--- src/rtl/mnist_frame_loader.sv ---
// Pixel-stream front end for the forward_pass engine: binarizes a 28x28 frame,
// then sequences the engine through clear, start and a wait for done.
`timescale 1ns/1ps

module mnist_frame_loader #(
   parameter int         NUM_PIXELS = 784,
   parameter logic [7:0] THRESHOLD  = 8'd128
) (
   input  logic        clk,
   input  logic        rst,
   input  logic        pix_valid,
   input  logic [7:0]  pix_data,
   input  logic        pix_last,
   output logic        pix_ready,
   output logic        image_data [0:NUM_PIXELS-1],
   output logic        nn_rst,
   output logic        nn_start,
   input  logic        nn_done,
   output logic        frame_done,
   output logic        frame_err,
   output logic        busy,
   output logic [15:0] frame_cnt
);

   localparam logic [9:0] LAST_IDX = 10'(NUM_PIXELS - 1);

   typedef enum logic [2:0] {
      S_FILL,
      S_DRAIN,
      S_CLEAR,
      S_LAUNCH,
      S_WAIT
   } state_t;

   state_t     state;
   state_t     state_next;
   logic [9:0] idx;
   logic       wait_armed;
   logic       beat;
   logic       at_last;
   logic       nn_rst_next;
   logic       nn_start_next;
   logic       frame_done_next;
   logic       frame_err_next;

   // Ready is held low while reset is asserted even though the state is already FILL.
   assign pix_ready = !rst && ((state == S_FILL) || (state == S_DRAIN));
   assign busy      = (state != S_FILL);
   assign beat      = pix_valid && pix_ready;
   assign at_last   = (idx == LAST_IDX);

   always_ff @(posedge clk) begin
      if (rst) begin
         state <= S_FILL;
      end else begin
         state <= state_next;
      end
   end

   always_comb begin
      state_next      = state;
      nn_rst_next     = 1'b0;
      nn_start_next   = 1'b0;
      frame_done_next = 1'b0;
      frame_err_next  = 1'b0;
      case (state)
         S_FILL: begin
            if (beat) begin
               if (at_last && pix_last) begin
                  state_next  = S_CLEAR;
                  nn_rst_next = 1'b1;
               end else if (at_last) begin
                  state_next     = S_DRAIN;
                  frame_err_next = 1'b1;
               end else if (pix_last) begin
                  frame_err_next = 1'b1;
               end
            end
         end
         S_DRAIN: begin
            if (beat && pix_last) begin
               state_next = S_FILL;
            end
         end
         S_CLEAR: begin
            state_next    = S_LAUNCH;
            nn_start_next = 1'b1;
         end
         S_LAUNCH: begin
            state_next = S_WAIT;
         end
         S_WAIT: begin
            // wait_armed masks a done left over from the previous frame
            if (wait_armed && nn_done) begin
               state_next      = S_FILL;
               frame_done_next = 1'b1;
            end
         end
         default: begin
            state_next = S_FILL;
         end
      endcase
   end

   always_ff @(posedge clk) begin
      if (rst) begin
         nn_rst     <= 1'b0;
         nn_start   <= 1'b0;
         frame_done <= 1'b0;
         frame_err  <= 1'b0;
         frame_cnt  <= 16'd0;
         wait_armed <= 1'b0;
      end else begin
         nn_rst     <= nn_rst_next;
         nn_start   <= nn_start_next;
         frame_done <= frame_done_next;
         frame_err  <= frame_err_next;
         wait_armed <= (state == S_WAIT);
         if (frame_done_next) begin
            frame_cnt <= frame_cnt + 16'd1;
         end
      end
   end

   // Short frames leave stale bits behind; the next frame overwrites them from index 0.
   always_ff @(posedge clk) begin
      if (rst) begin
         idx <= 10'd0;
         for (int i = 0; i < NUM_PIXELS; i++) begin
            image_data[i] <= 1'b0;
         end
      end else if ((state == S_FILL) && beat) begin
         image_data[idx] <= (pix_data >= THRESHOLD);
         if (at_last || pix_last) begin
            idx <= 10'd0;
         end else begin
            idx <= idx + 10'd1;
         end
      end
   end

endmodule
--- config.mk ---
export PLATFORM = sky130hd
export DESIGN_NAME = mnist_frame_loader
export DESIGN_NICKNAME = d
export VERILOG_FILES = /design/src/rtl/mnist_frame_loader.sv
export SDC_FILE = /design/constraint.sdc
export NUM_CORES = 2
export LEC_CHECK = 0
export ABC_AREA = 1
export ABC_CLOCK_PERIOD_IN_PS = 1900
export CAP_MARGIN = 20
export CORE_AREA = 2 2 321 323
export DETAILED_ROUTE_END_ITERATION = 8
export DIE_AREA = 0 0 323 325
export MAX_ROUTING_LAYER = met4
export SLEW_MARGIN = 25
export SYNTH_ARGS = -nofsm -noshare
export SYNTH_HDL_FRONTEND = slang
export SYNTH_SLANG_ARGS = --single-unit
--- constraint.sdc ---
create_clock -name clk -period 1.9 [get_ports clk]
set_input_delay 0.38 -clock clk [delete_from_list [all_inputs] [get_ports clk]]
set_output_delay 0.38 -clock clk [all_outputs]
set_load 0.03 [all_outputs]
# Word level (Yosys, flattened, before mapping)
# Index checks and enable logic that the tools add are counted.
dict set report totals {
  latchBits 0
  memories 0
  ram_bits 0
  ff_bits 818
  inputBits 13
  romBits 0
  wordCells 840
}
dict set report classes {
  magnitude_cmp 3
  n_addsub 2
  n_bitwise 3
  n_mux 16
  n_div 0
  eq_ne 9
  n_reduce_logical 15
  shifts 0
  n_mul 0
}
# op count
set ops {}
lappend ops {{$bwmux W784} 1}
lappend ops {{$add A16 B1 Y16 const B} 1}
lappend ops {{$mux W3} 5}
lappend ops {{$pmux W3 S5} 1}
lappend ops {{$ge A11 B11 Y1 const B} 1}
lappend ops {{$lt A11 B1 Y1 const B} 1}
lappend ops {{$not A10 Y11} 1}
lappend ops {{$add A10 B1 Y10 const B} 1}
lappend ops {{$demux W1 S10} 1}
lappend ops {{$eq A10 B10 Y1 const B} 1}
lappend ops {{$mux W10} 1}
lappend ops {{$ge A8 B8 Y1 const B} 1}
lappend ops {{$logic_and A1 B1 Y1} 7}
lappend ops {{$mux W1} 7}
lappend ops {{$eq A3 B2 Y1 const B} 2}
lappend ops {{$ne A2 B2 Y1 const B} 2}
lappend ops {{$reduce_and A4 Y1} 1}
lappend ops {{$reduce_or A4 Y1} 1}
lappend ops {{$eq A3 B1 Y1 const B} 1}
lappend ops {{$eq A3 B3 Y1 const B} 1}
lappend ops {{$logic_not A3 Y1} 1}
lappend ops {{$ne A3 B2 Y1 const B} 1}
lappend ops {{$reduce_bool A3 Y1} 1}
lappend ops {{$reduce_or A3 Y1} 1}
lappend ops {{other kinds (4)} 6}

# Longest topological paths before layout
dict set report logic_depth {
  ltp_word 7
  mapped_depth 10
}

# Worst setup path after synthesis
# OpenSTA, ideal clock, no wires.
dict set report synth_path {
  path_type {flip-flop to flip-flop}
  startpoint {register idx[0]}
  endpoint {register image_data[336] (netlist bit)}
  t_required_ps 1768
  arrival_ps 1635
  setup_time_ps 132
  synth_period_minus_slack_ps 1767
  path_buffers 1
  setup_slack_ps 133
  stages_incl_launch_ff 8
  cell_sequence {dfxtp_1 -> ha_1 -> nand2_1 -> nor2_1 -> clkinv_1 -> clkbuf_1 -> nor3_1 -> nor3_1}
}
dict set report synth_between {
  elab_chain_cells 6
}
# item line
set synth_rtl {}
lappend synth_rtl {{start: declaration} 37} ;# logic [9:0] idx;
lappend synth_rtl {{start signal: assignment} 137} ;# idx <= idx + 10'd1;
lappend synth_rtl {{$not A10 Y11 (implied by the code) (*)} 133} ;# image_data[idx] <= (pix_data >= THRESHOLD);
lappend synth_rtl {{$ge A11 B11 Y1 / $lt A11 B1 Y1 (equally long branches)} 133}
lappend synth_rtl {{$logic_and A1 B1 Y1 (implied by the code)} 133}
lappend synth_rtl {{$mux W1 (implied by the code)} 133}
lappend synth_rtl {{$demux W1 S10 (*)} 133}
lappend synth_rtl {{$bwmux W784 (*)} 133}
lappend synth_rtl {{end signal: indexed assignment} 133}
lappend synth_rtl {{end: declaration} 15} ;# output logic image_data [0:NUM_PIXELS-1],
# Every way passes the cells marked *; elsewhere a longest branch is shown, timed or not.
# A chain may end at the register's enable or synchronous reset.

# Final worst setup path
dict set report layout_path {
  startpoint {register image_data[229] (netlist bit)}
  endpoint {output image_data[229] (netlist bit)}
}
# No word-level cell between the ends.

==> out/results.tsv <==
stage	metric	value	unit
detailed_routing	residual DRC count	0	
die	row count	117	
cts	# clock sinks	818	
setup_path	critical path endpoint category	output pin	
cells_and_area	area delta synth->final	45.78	%
die	initial core utilization	33.26	%
setup_path	critical path's top delay family	buffers and inverters	
setup_path	Worst path max stage delay	0.41	ns
timing	Final Max Slew Viols	0	
setup_path	r2r setup slk	0.01	ns
cts	clock root buffer	clkbuf_16	
timing	clk_skew	0.02722	ns
placement	gpl congestion	0.8863	
setup_path	WP data arrival	1.51	ns
die	die width	323	microns
logic_synthesis	Syn Inst Count	4689	
setup_path	crit-path cells	clkdlybuf4s15_2	
hold_path	Min-Delay Path Class	input port to flip-flop	
setup_path	r2r startpoint	state[1]	
cts	total CTS buffers	94	
timing	final setup vio count	0	
die	die area	0.1050	sq mm
cells_and_area	most common cell after layout, fill and taps aside	dfxtp_1	
timing	Rel. slew slack	47.08	%
detailed_routing	Iter 0 DRT Violations	4152	
logic_synthesis	Yosys reg bits	818	
placement	IO buf count	811	
timing	FMAX	529.7	MHz
global_routing	initial antenna violation count	6	
global_routing	number of global-route vias before repair	31950	
pwr	Clk pwr share	51.6	%
die	Die H	325	microns
cells_and_area	fin nets	5504	
setup_path	Max FO, Critical Path	2	
setup_path	Worst path depth	1	
cts	CTS tree	built	
timing	Tightest Pin Transition	0.7937	ns
run_status	status	completed	
cells_and_area	fin cells	6936	
detailed_routing	via count	36390	
timing	period utilization	99.35	%
pwr	leakage power	19.82	nW
pwr	switching share of power	23.30	%
logic_synthesis	syn_nets	4707	
setup_path	R2R depth	10	
logic_synthesis	post-synthesis average cell area	7.185	sq um
die	# IOs	819	
timing	final hold vios	0	
setup_path	buffers and inverters on the worst path	1	
global_routing	remaining global-route overflow	0	
setup_path	Worst setup SP type	flip-flop	
cts	CTS clock-pin slew for the worst setup and hold paths	0.07	ns
pwr	Power Density	775.7	mW/mm^2
cells_and_area	Fillers	9979	
placement	Detail Placement HPWL	104200	microns
logic_synthesis	Synth Cell Area	0.03369	sq mm
setup_path	worst setup path startpoint	image_data[229]	
cells_and_area	layout cells sized above 1	13.08	%
setup_path	CP Data Required Time	1.52	ns
logic_synthesis	Synth cell types	28	
detailed_routing	drt total wl	164800	microns
pwr	Final Power	0.03809	W
cts	clock buffer depth	3	
pwr	Worst VDD drop	751.3	uV
setup_path	crit path capture	image_data[229]	
pwr	Comb power frac	3.4	%
global_routing	pin count of the biggest net entering global routing	158	
global_routing	Total GRT Usage	28.89	%
cts	clk_lat worst skew	0.68	ns
setup_path	FF-to-FF End	image_data[748]	
cells_and_area	area of the multi-input gates	0.01472	sq mm
setup_path	Slowest-stage cell, CP	clkdlybuf4s15_2	
pwr	sw power	0.008874	W
placement	placed cells	6692	
die	CORE AREA	0.1013	sq mm
cts	Max H-tree Level	3	
cells_and_area	Seq. cell area	0.01639	sq mm
detailed_routing	WL per Instance	23.76	microns
detailed_routing	Via-to-Cell Ratio	5.246	
pwr	Int Power	0.02922	W
run	max-cap violations	0	
cells_and_area	most frequent cells in the layout	dfxtp_1 (805), nor2_1 (637), nor3_1 (628)	
timing	min cycle time layout	1.888	ns
detailed_routing	ANT nets after route	0	
timing	RSZ-0062 raised after global routing	yes	
logic_synthesis	YS warnings	0	
setup_path	WS Path Type	flip-flop to output pin	
pwr	register share of total power	45.0	%
logic_synthesis	register area share after synthesis	48.61	%
cells_and_area	fin util	48.48	%
detailed_routing	First-pass DRT Iterations	6	
global_routing	global-route wire length before repair	220900	microns
[worst min path at each step]
stage / cells after the start / start / endpoint / slack, ns
3_3_place_gp: 2 / image_data[541] / image_data[541] / 0.46
3_5_place_dp: 2 / image_data[69] / image_data[69] / 0.46
2_1_floorplan: 2 / state[0] / state[2] / 0.49
5_1_grt: 3 / pix_data[7] / image_data[71] / 0.06
6_report: 3 / pix_data[7] / image_data[453] / 0.08
4_1_cts: 3 / pix_data[7] / image_data[71] / 0.03
[Yosys cell counts, drive strengths merged]
library cell  number  area share (%)
nand2            602             6.7
xnor2              2           0.052
a31oi              1           0.019
a21oi            624             9.3
xor2               3           0.078
and3               2           0.037
clkinv             8           0.089
nor3             643             9.9
nand4              8            0.17
a211oi             1           0.022
nand3             34            0.51
nor2             682             7.7
clkbuf           274             3.1
ha                 5            0.19
o21ai            529             7.9
inv              280             3.1
buf              173             2.7
dfxtp            818              49
[kinds of logic (layout without fill, tap and decap cells)]
family	after synthesis	in the layout	synth area share (%)
compound gates	1155	1155	17.17
fa+ha+maj	5	5	0.1857
other cells	0	3	0
buf+inv	735	1611	8.936
flops	818	818	48.61
xor+xnor	5	5	0.1300
simple gates	1971	1971	24.97
[power by group through the flow]
stage / clock network [W] / registers, W / logic (W)
2_1_floorplan: 0 / 0.0175 / 0.000731
3_5_place_dp: 0 / 0.0175 / 0.00124
6_report: 0.0196 / 0.0172 / 0.00129
4_1_cts: 0.0199 / 0.0172 / 0.00125
5_1_grt: 0.0206 / 0.0172 / 0.00138
3_3_place_gp: 0 / 0.0175 / 0.00125
[layer usage]
metal	GRT usage (%)	wire (microns)	up-vias
li1	-	-	17060
met1	35.58	66440	17150
met2	43.43	73580	1780
met3	6.687	15080	391
met4	16.06	9688	0
met5	-	0	-
[registers in the layout, indices dropped and copies added, names as in the netlist]
signal,flops
frame_cnt,16
frame_done,1
frame_err,1
idx,10
image_data,784
nn_rst,1
nn_start,1
state,3
wait_armed,1
[per-stage QoR]
step | setup TNS, ns | hold WS (ns) | worst slack (ns) | area (sq um)
after floorplan | 0 | 0.4935 | 0.1328 | 33690
after global placement | -159.56 | 0.4560 | -0.3214 | 45260
after detailed placement | -176.29 | 0.4633 | -0.3578 | 45260
after CTS | -0.01685 | 0.03352 | -0.01449 | 47990
after global routing | -1.972 | 0.06497 | -0.05585 | 49110
final | 0 | 0.07597 | 0.01226 | 49110
[cell type report]
type,count,share of cell area [%]
sequential,818,33.38
clock buffer,134,5.564
clock inverter,41,1.210
antenna,3,0.01529
timing repair buffer,1148,24.13
inverter,288,2.247
tap,1368,3.485
multi-input combinational,3136,29.97
[repair_timing]
action / in CTS / in global routing
pin swaps: 3 / 18
gates cloned: 0 / 24
gates resized for setup: 1078 / 199
hold buffers: 0 / 0
endpoints found under the setup margin: 853 / 571
buffers inserted: 6 / 36
hold endpoints to repair: 0 / 0
(Power assumes the default switching activity.)
